==> src/rtl/arb8_sched_ody_1201462.sv <==
// arb8_sched_ody_1201462
//
// Round-robin scheduler for one shared 8-to-1 word multiplexer. It picks one
// of eight requesters, drives the mux select and a one-hot grant, and forwards
// the granted requester's words to one downstream consumer. It counts the beats
// accepted in each grant and rotates the grant on a final beat, on the beat
// limit, or when the granted requester drops its request.
//
// Ports
//   clk        in   1      rising-edge clock
//   rst_n      in   1      asynchronous active-low reset
//   req        in   8      request, bit i = requester i
//   data_in    in   8*W    requester words, requester i at [i*W +: W]
//   last       in   8      final-beat flag, only the granted bit is used
//   out_ready  in   1      downstream accepts the current beat
//   out_valid  out  1      beat present on out_data
//   out_data   out  W      selected word, zero when out_valid is low
//   sel        out  3      registered mux select (granted index)
//   gnt        out  8      registered one-hot grant, zero when idle
//   beat_cnt   out  4      beats accepted in the current grant
module arb8_sched_ody_1201462 #(
  parameter int W         = 4,
  parameter int MAX_BEATS = 4
) (
  input  logic           clk,
  input  logic           rst_n,
  input  logic [7:0]     req,
  input  logic [8*W-1:0] data_in,
  input  logic [7:0]     last,
  input  logic           out_ready,
  output logic           out_valid,
  output logic [W-1:0]   out_data,
  output logic [2:0]     sel,
  output logic [7:0]     gnt,
  output logic [3:0]     beat_cnt
);

  typedef enum logic {
    ST_IDLE = 1'b0,
    ST_XFER = 1'b1
  } state_t;

  localparam logic [3:0] LIMIT_CNT = 4'(MAX_BEATS - 1);

  state_t     state_q, state_d;
  logic [2:0] sel_q, sel_d;
  logic [7:0] gnt_q, gnt_d;
  logic [3:0] beat_cnt_q, beat_cnt_d;
  logic [2:0] ptr_q, ptr_d;

  logic [W-1:0] words [8];
  logic         pick_found;
  logic [2:0]   pick_idx;
  logic         sel_req;
  logic         accept;
  logic         grant_end;

  // Search upward from the pointer, wrapping 7 -> 0; the 3-bit index wraps
  // by itself.
  function automatic logic [3:0] rr_pick(input logic [7:0] r, input logic [2:0] p);
    logic [2:0] idx;
    logic       found;
    logic [2:0] chosen;
    found  = 1'b0;
    chosen = p;
    for (int k = 0; k < 8; k++) begin
      idx = p + 3'(k);
      if (!found && r[idx]) begin
        found  = 1'b1;
        chosen = idx;
      end
    end
    return {found, chosen};
  endfunction

  for (genvar i = 0; i < 8; i++) begin : g_words
    assign words[i] = data_in[i*W +: W];
  end

  assign {pick_found, pick_idx} = rr_pick(req, ptr_q);

  // Output side is combinational from the registered select and state.
  assign sel_req   = req[sel_q];
  assign out_valid = (state_q == ST_XFER) && sel_req;
  assign out_data  = out_valid ? words[sel_q] : '0;

  assign accept    = out_valid && out_ready;
  // last and the beat limit together still make only one grant end.
  assign grant_end = accept && (last[sel_q] || (beat_cnt_q == LIMIT_CNT));

  always_comb begin
    state_d    = state_q;
    sel_d      = sel_q;
    gnt_d      = gnt_q;
    beat_cnt_d = beat_cnt_q;
    ptr_d      = ptr_q;
    unique case (state_q)
      ST_IDLE: begin
        if (pick_found) begin
          state_d    = ST_XFER;
          sel_d      = pick_idx;
          gnt_d      = 8'h01 << pick_idx;
          beat_cnt_d = '0;
        end
      end
      ST_XFER: begin
        if (!sel_req) begin
          // Requester went away: give up the grant without counting a beat.
          state_d = ST_IDLE;
          gnt_d   = '0;
          ptr_d   = sel_q + 3'd1;
        end else if (accept) begin
          beat_cnt_d = beat_cnt_q + 4'd1;
          if (grant_end) begin
            state_d = ST_IDLE;
            gnt_d   = '0;
            ptr_d   = sel_q + 3'd1;
          end
        end
      end
      default: begin
        state_d = ST_IDLE;
        gnt_d   = '0;
      end
    endcase
  end

  always_ff @(posedge clk or negedge rst_n) begin
    if (!rst_n) begin
      state_q    <= ST_IDLE;
      sel_q      <= '0;
      gnt_q      <= '0;
      beat_cnt_q <= '0;
      ptr_q      <= '0;
    end else begin
      state_q    <= state_d;
      sel_q      <= sel_d;
      gnt_q      <= gnt_d;
      beat_cnt_q <= beat_cnt_d;
      ptr_q      <= ptr_d;
    end
  end

  assign sel      = sel_q;
  assign gnt      = gnt_q;
  assign beat_cnt = beat_cnt_q;

endmodule

==> config.mk <==
export PLATFORM = sky130hd
export DESIGN_NAME = arb8_sched_ody_1201462
export DESIGN_NICKNAME = d
export VERILOG_FILES = /design/src/rtl/arb8_sched_ody_1201462.sv
export SDC_FILE = /design/constraint.sdc
export NUM_CORES = 1
export LEC_CHECK = 0
export CORE_UTILIZATION = 52
export CTS_CLUSTER_DIAMETER = 200
export CTS_CLUSTER_SIZE = 12
export DETAILED_ROUTE_END_ITERATION = 10
export PLACE_DENSITY = 0.87
export SLEW_MARGIN = 15
export SYNTH_ARGS = -nofsm -noshare
export SYNTH_HDL_FRONTEND = slang
export SYNTH_SLANG_ARGS = --single-unit
==> constraint.sdc <==
create_clock -name clk -period 5.8 [get_ports clk]
set_clock_uncertainty 0.05 [all_clocks]
set_input_delay 1.45 -clock clk [delete_from_list [all_inputs] [get_ports clk]]
set_output_delay 1.45 -clock clk [all_outputs]
set_load 0.01 [all_outputs]
After elaboration in Yosys (flattened, before gate mapping)
Index checks and enable logic that the tools add are counted.
{ "word_totals": {"register_bits": 19, "latch_bits": 0, "ram_bits": 0, "romBits": 0, "output_inout_bits": 20, "elab_cells": 113, "mem_count": 0} }
{ "op_classes": {"add_sub_neg": 9, "n_mul": 0, "div": 0, "magnitude_cmp": 10, "eq_ne": 8, "shifts": 1, "muxes": 56, "bitwise": 2, "reduce_logical": 22} }
{ "op_table": {"columns": ["op", "count"], "rows": [
  ["$lt A3 B4 Y1 const B", 9],
  ["$mux W8", 4],
  ["$bmux W1 S3", 10],
  ["$mux W3", 10],
  ["$mux W4", 6],
  ["$mux W1", 22],
  ["$pmux W8 S2", 1],
  ["$add A3 B3 Y3 const B", 4],
  ["$bmux W4 S3", 1],
  ["$logic_and A1 B1 Y1", 10],
  ["$reduce_and A3 Y1", 3],
  ["$ne A2 B1 Y1 const B", 4],
  ["$pmux W4 S2", 1],
  ["$shl A1 B3 Y8 const A", 1],
  ["$logic_not A1 Y1", 7],
  ["$add A3 B1 Y3 const B", 2],
  ["$add A3 B2 Y3 const B", 2],
  ["$ne A3 B2 Y1 const B", 2],
  ["$add A4 B1 Y4 const B", 1],
  ["$eq A4 B2 Y1 const B", 1],
  ["$ge A4 B4 Y1 const B", 1],
  ["$not A3 Y4", 1],
  ["$ne A2 B2 Y1 const B", 1],
  ["$pmux W1 S2", 1],
  ["3 further kinds", 3]
]} }

Depth between registers and ports, before layout
{ "depth": {"ltp_word": 27, "mapped_depth": 15, "depth_no_buf": 9} }

Worst setup path after synthesis
Ideal clock, no wire load.
{ "synth_timing": {"kind": "input-to-output", "start": "input port req[6]", "end": "output port out_valid", "arrival_time_ns": 2.517, "t_required_ns": 4.300, "setup_slack_ns": 1.783, "path_stages": 5, "path_cell_list": "clkbuf_1 -> mux4_2 -> mux2i_1 -> nand2b_1 -> inv_1"} }
{ "synth_via": {"elab_chain_cells": 3} }
{ "synth_lines": {"columns": ["item", "line", "source"], "rows": [
  ["start: declaration", "27", "input logic [7:0] req,"],
  ["$bmux W1 S3", "83", "assign sel_req = req[sel_q];"],
  ["$mux W1 (implied by the code)", "83", null],
  ["$logic_and A1 B1 Y1", "84", "assign out_valid = (state_q == ST_XFER) && sel_req;"],
  ["end: declaration", "31", "output logic out_valid,"]
]} }
No other way between the ends. The select of a mux whose other input is x is not followed.

Worst setup path in the final report
{ "layout_timing": {"start": "input port req[7]", "end": "output port out_valid"} }
Same word-level chain as after synthesis.

==> flow_summary.html <==
<table>
<tr><th>Metric</th><th>Value</th></tr>
<tr><th colspan="2">Status</th></tr>
<tr><td>Status</td><td>finished clean</td></tr>
<tr><th colspan="2">Logic synthesis</th></tr>
<tr><td>Count of state elements after synthesis</td><td>19</td></tr>
<tr><td>Syn_nets</td><td>280</td></tr>
<tr><td>Post-Syn Instances</td><td>225</td></tr>
<tr><td>Share of flip-flops with an asynchronous set or reset after synthesis</td><td>1.00</td></tr>
<tr><td>Post-synth EDFFs</td><td>0</td></tr>
<tr><td>Number of unique standard cell types used by synthesis</td><td>48</td></tr>
<tr><td>Combined area of all synthesized cells</td><td>2340 um^2</td></tr>
<tr><td>Avg Inst Size Synth</td><td>10.4 um^2</td></tr>
<tr><td>Warning count from the yosys run</td><td>0</td></tr>
<tr><td>Seq/Total Area, Yosys</td><td>0.203</td></tr>
<tr><td>Leading register cell type out of synthesis</td><td>sky130_fd_sc_hd__dfrtp_1</td></tr>
<tr><th colspan="2">Setup path</th></tr>
<tr><td>Dominant delay contributor by cell family on the critical path</td><td>buffers and inverters</td></tr>
<tr><td>Number of buffers and inverters on the critical path</td><td>3</td></tr>
<tr><td>Setup crit end kind</td><td>output port</td></tr>
<tr><td>Critical path arrival</td><td>3.62 ns</td></tr>
<tr><td>Critical register-to-register path startpoint</td><td>ptr_q[1]</td></tr>
<tr><td>Critical Setup Path Class</td><td>in -&gt; out</td></tr>
<tr><td>Type of element launching the critical path</td><td>primary input</td></tr>
<tr><td>Slowest library cell on the worst path</td><td>sky130_fd_sc_hd__clkdlybuf4s50_1</td></tr>
<tr><td>Reg2reg end</td><td>gnt[7]</td></tr>
<tr><td>R2R cell count</td><td>10</td></tr>
<tr><td>First element of the critical path</td><td>req[7]</td></tr>
<tr><td>Cells traversed along the worst timing path</td><td>clkdlybuf4s50_1 -&gt; mux4_2 -&gt; mux2i_1 -&gt; nand2b_1 -&gt; inv_1 -&gt; clkdlybuf4s50_1</td></tr>
<tr><td>Slowest cell delay on critical path</td><td>0.59 ns</td></tr>
<tr><td>Worst setup slack for register-to-register paths</td><td>1.76 ns</td></tr>
<tr><td>Most repeated library cell on the critical path</td><td>sky130_fd_sc_hd__clkdlybuf4s50_1</td></tr>
<tr><td>Top fanout value on the critical path</td><td>12</td></tr>
<tr><td>Data required time at the worst endpoint</td><td>4.30 ns</td></tr>
<tr><th colspan="2">Layout</th></tr>
<tr><td>Most frequent cells in the layout</td><td>70 x sky130_fd_sc_hd__clkdlybuf4s50_1, 31 x sky130_fd_sc_hd__mux4_2, 25 x sky130_fd_sc_hd__nand2_1</td></tr>
<tr><td>Final core utilization</td><td>0.702</td></tr>
<tr><td>Diodes inserted</td><td>0</td></tr>
<tr><td>Most common library cell in the layout ignoring fill and taps</td><td>sky130_fd_sc_hd__clkdlybuf4s50_1</td></tr>
<tr><td>Area Growth Syn to Fin</td><td>29.9%</td></tr>
<tr><td>Number of nets in the layout</td><td>334</td></tr>
<tr><td>Ratio of cells with drive above 1 in the final layout</td><td>0.176</td></tr>
<tr><th colspan="2">Flow run</th></tr>
<tr><td>Max cap viols</td><td>0</td></tr>
<tr><th colspan="2">Timing</th></tr>
<tr><td>Worst Tran Pin Value</td><td>0.812 ns</td></tr>
<tr><td>Setup_tns</td><td>0 ns</td></tr>
<tr><td>Share of the cycle needed by the critical path after routing</td><td>0.884</td></tr>
<tr><td>Final slew viol count</td><td>0</td></tr>
<tr><td>Max transition margin</td><td>0.459</td></tr>
<tr><td>Final hold vios</td><td>0</td></tr>
<tr><td>Max Clock Freq</td><td>0.195 GHz</td></tr>
<tr><td>Setup repair after global routing missed its margin</td><td>false</td></tr>
<tr><td>Minimum clock period after layout</td><td>5.12 ns</td></tr>
<tr><td>Final setup fails</td><td>0</td></tr>
<tr><th colspan="2">Floorplan</th></tr>
<tr><td>Die boundary height</td><td>69.0 um</td></tr>
<tr><td>Floorplan row count</td><td>24</td></tr>
<tr><td>Placeable core region</td><td>4320 um^2</td></tr>
<tr><td>Die ar.</td><td>4770 um^2</td></tr>
<tr><td>Starting utilization of the core area</td><td>0.541</td></tr>
<tr><td>I/O pin count</td><td>71</td></tr>
<tr><td>Die Width</td><td>69.0 um</td></tr>
<tr><th colspan="2">Pwr</th></tr>
<tr><td>Logic gate share of total power</td><td>0.801</td></tr>
<tr><td>Switching component of the power</td><td>0.000892 W</td></tr>
<tr><td>Clk pwr share</td><td>0.049</td></tr>
<tr><td>Seq pwr share</td><td>0.150</td></tr>
<tr><td>Static leakage</td><td>1.16 nW</td></tr>
<tr><td>Peak supply drop</td><td>0.330 mV</td></tr>
<tr><td>Switching power share of the total</td><td>0.487</td></tr>
<tr><td>Pwr Density</td><td>602 nW/um^2</td></tr>
<tr><td>Internal power summed over all cells</td><td>0.000938 W</td></tr>
<tr><th colspan="2">Hold path</th></tr>
<tr><td>Hold/Removal Path Class</td><td>reg -&gt; reg</td></tr>
<tr><td>Worst Hold Depth</td><td>2</td></tr>
<tr><td>Worst Hold Endpoint</td><td>gnt[6]</td></tr>
<tr><td>Hold path start</td><td>gnt[6]</td></tr>
<tr><th colspan="2">Clock network</th></tr>
<tr><td>Post CTS Setup Buffer Count</td><td>0</td></tr>
<tr><td>Clk buf depth</td><td>2</td></tr>
<tr><td>Library cell used as clock root buffer</td><td>sky130_fd_sc_hd__clkbuf_8</td></tr>
<tr><td>Total of hold buffers inserted after clock tree synthesis</td><td>0</td></tr>
<tr><td>TritonCTS buffer count</td><td>3</td></tr>
<tr><td>Insertion delay of the later-clocked pin in the worst-skew pair</td><td>0.25 ns</td></tr>
<tr><td>Clock slew at the register clock pins of the worst setup and hold paths</td><td>0.07 ns</td></tr>
<tr><td># H-tree levels</td><td>1</td></tr>
<tr><td>CTS tree</td><td>yes</td></tr>
<tr><td># clock sinks</td><td>19</td></tr>
<tr><td>Number of cells upsized or downsized after cts</td><td>0</td></tr>
<tr><th colspan="2">Routing</th></tr>
<tr><td>Sum of routed wire length over all layers</td><td>5620 um</td></tr>
<tr><td>DRC violation total after the first TritonRoute iteration</td><td>178</td></tr>
<tr><td>Detailed-routing iteration count for the pre-antenna-repair pass</td><td>5</td></tr>
<tr><td>Post-route DRC violation count</td><td>0</td></tr>
<tr><td>Per-cell via count in the routed design</td><td>6.38</td></tr>
<tr><td>Routed length per placed instance</td><td>17.0 um</td></tr>
<tr><td>Overall via count from detail_route</td><td>2106</td></tr>
<tr><td>Residual antenna-violating net count after detailed routing</td><td>0</td></tr>
<tr><th colspan="2">GRT</th></tr>
<tr><td>Initial antenna violation count</td><td>0</td></tr>
<tr><td>Residual overflow from global routing</td><td>0</td></tr>
<tr><td>Largest net degree at the start of global routing</td><td>23</td></tr>
<tr><td>Aggregate global-route resource usage</td><td>0.244</td></tr>
<tr><td>Global-route wire length before repair</td><td>9520 um</td></tr>
<tr><td>Vias in the first global route</td><td>2002</td></tr>
<tr><th colspan="2">Place</th></tr>
<tr><td>Half-perimeter wire length after detailed placement</td><td>4360 um</td></tr>
<tr><td>Last weighted congestion value of the routability-driven placer</td><td>0.893</td></tr>
<tr><td>Number of buffers inserted by port buffering</td><td>70</td></tr>
</table>
[worst register-to-register path, cell delays in order (launching register included)]
cell and delay [ns]:
sky130_fd_sc_hd__dfrtp_1 0.32, sky130_fd_sc_hd__buf_4 0.29, sky130_fd_sc_hd__inv_1 0.16, sky130_fd_sc_hd__ha_1 0.85, sky130_fd_sc_hd__mux2_2 0.43, sky130_fd_sc_hd__mux4_2 0.47, sky130_fd_sc_hd__nor2_1 0.22, sky130_fd_sc_hd__a41o_1 0.56
sky130_fd_sc_hd__and2_1 0.39, sky130_fd_sc_hd__nand2_1 0.10, sky130_fd_sc_hd__o41ai_1 0.08
[Yosys cell counts, types with 5 or more instances]
cell / count / area, um^2
sky130_fd_sc_hd__mux2i_1: 14 / 140
sky130_fd_sc_hd__clkbuf_1: 10 / 37.5
sky130_fd_sc_hd__dfrtp_1: 19 / 475
sky130_fd_sc_hd__inv_1: 7 / 26.3
sky130_fd_sc_hd__mux4_2: 31 / 698
sky130_fd_sc_hd__o21ai_0: 10 / 50.1
sky130_fd_sc_hd__nand2b_1: 5 / 31.3
sky130_fd_sc_hd__o41ai_1: 8 / 70.1
sky130_fd_sc_hd__buf_2: 6 / 30.0
sky130_fd_sc_hd__nor2_1: 16 / 60.1
sky130_fd_sc_hd__xor2_1: 5 / 43.8
sky130_fd_sc_hd__nand2_1: 25 / 93.8
sky130_fd_sc_hd__a21oi_1: 5 / 25.0
[sequential cells by signal (all words and copies together) (netlist names)]
signal,cells
ptr_q,3
sel,3
beat_cnt,4
gnt,8
state_q,1
[final cells by class]
| cell class | count | area, um^2 |
|---|---|---|
| Fill cell | 317 | 1290 |
| Inverter | 8 | 30.0 |
| Timing Repair Buffer | 72 | 716 |
| Clock inverter | 1 | 5.00 |
| Sequential cell | 19 | 475 |
| Tap cell | 52 | 65.1 |
| Clock buffer | 3 | 41.3 |
| Multi-Input combinational cell | 175 | 1700 |
[how the worst max path moves through the flow]
stage / endpoint / slack (ns) / depth (start not counted)
after floorplan: out_valid / 1.78 / 5
after global placement: out_data[0] / 0.69 / 6
after detailed placement: out_valid / 0.70 / 6
after CTS: out_data[1] / 0.69 / 6
after global routing: out_data[2] / 0.53 / 6
final: out_valid / 0.68 / 6
[kinds of logic (layout without fill, tap and decap cells)]
kind of cell,after synthesis,count (layout),share of synthesized area
compound gates,47,47,0.147
simple gates,63,63,0.126
buf+inv,31,84,0.0675
mux,53,53,0.405
xor+xnor,8,8,0.0300
flops,19,19,0.203
fa+ha+maj,4,4,0.0214
[power groups by stage]
stage | clock, W | combinational [W] | sequential (W)
6_report | 0.0000902 | 0.00146 | 0.000275
5_1_grt | 0.0000942 | 0.00160 | 0.000289
4_1_cts | 0.0000891 | 0.00146 | 0.000277
3_5_place_dp | 0 | 0.00145 | 0.000278
3_3_place_gp | 0 | 0.00142 | 0.000278
2_1_floorplan | 0 | 0.00119 | 0.000227
[metrics by stage]
step | std cells | hold slack (ns) | instance area, um^2 | setup slack [ns] | power, W
floorplan | 225 | 0.458 | 2340 | 1.78 | 0.00142
global placement | 326 | 0.411 | 2990 | 0.689 | 0.00170
detailed placement | 326 | 0.411 | 2990 | 0.699 | 0.00173
CTS | 330 | 0.432 | 3040 | 0.690 | 0.00183
global route | 330 | 0.464 | 3040 | 0.526 | 0.00198
finish | 330 | 0.428 | 3040 | 0.675 | 0.00183
[metal layers]
layer	share of wire	track usage	vias up
li1	-	-	972
met1	0.41	0.349	1021
met2	0.52	0.414	103
met3	0.062	0.0234	10
met4	0.012	0.0385	0
met5	0	0	-
No activity file was read; power rests on OpenSTA's default activity.
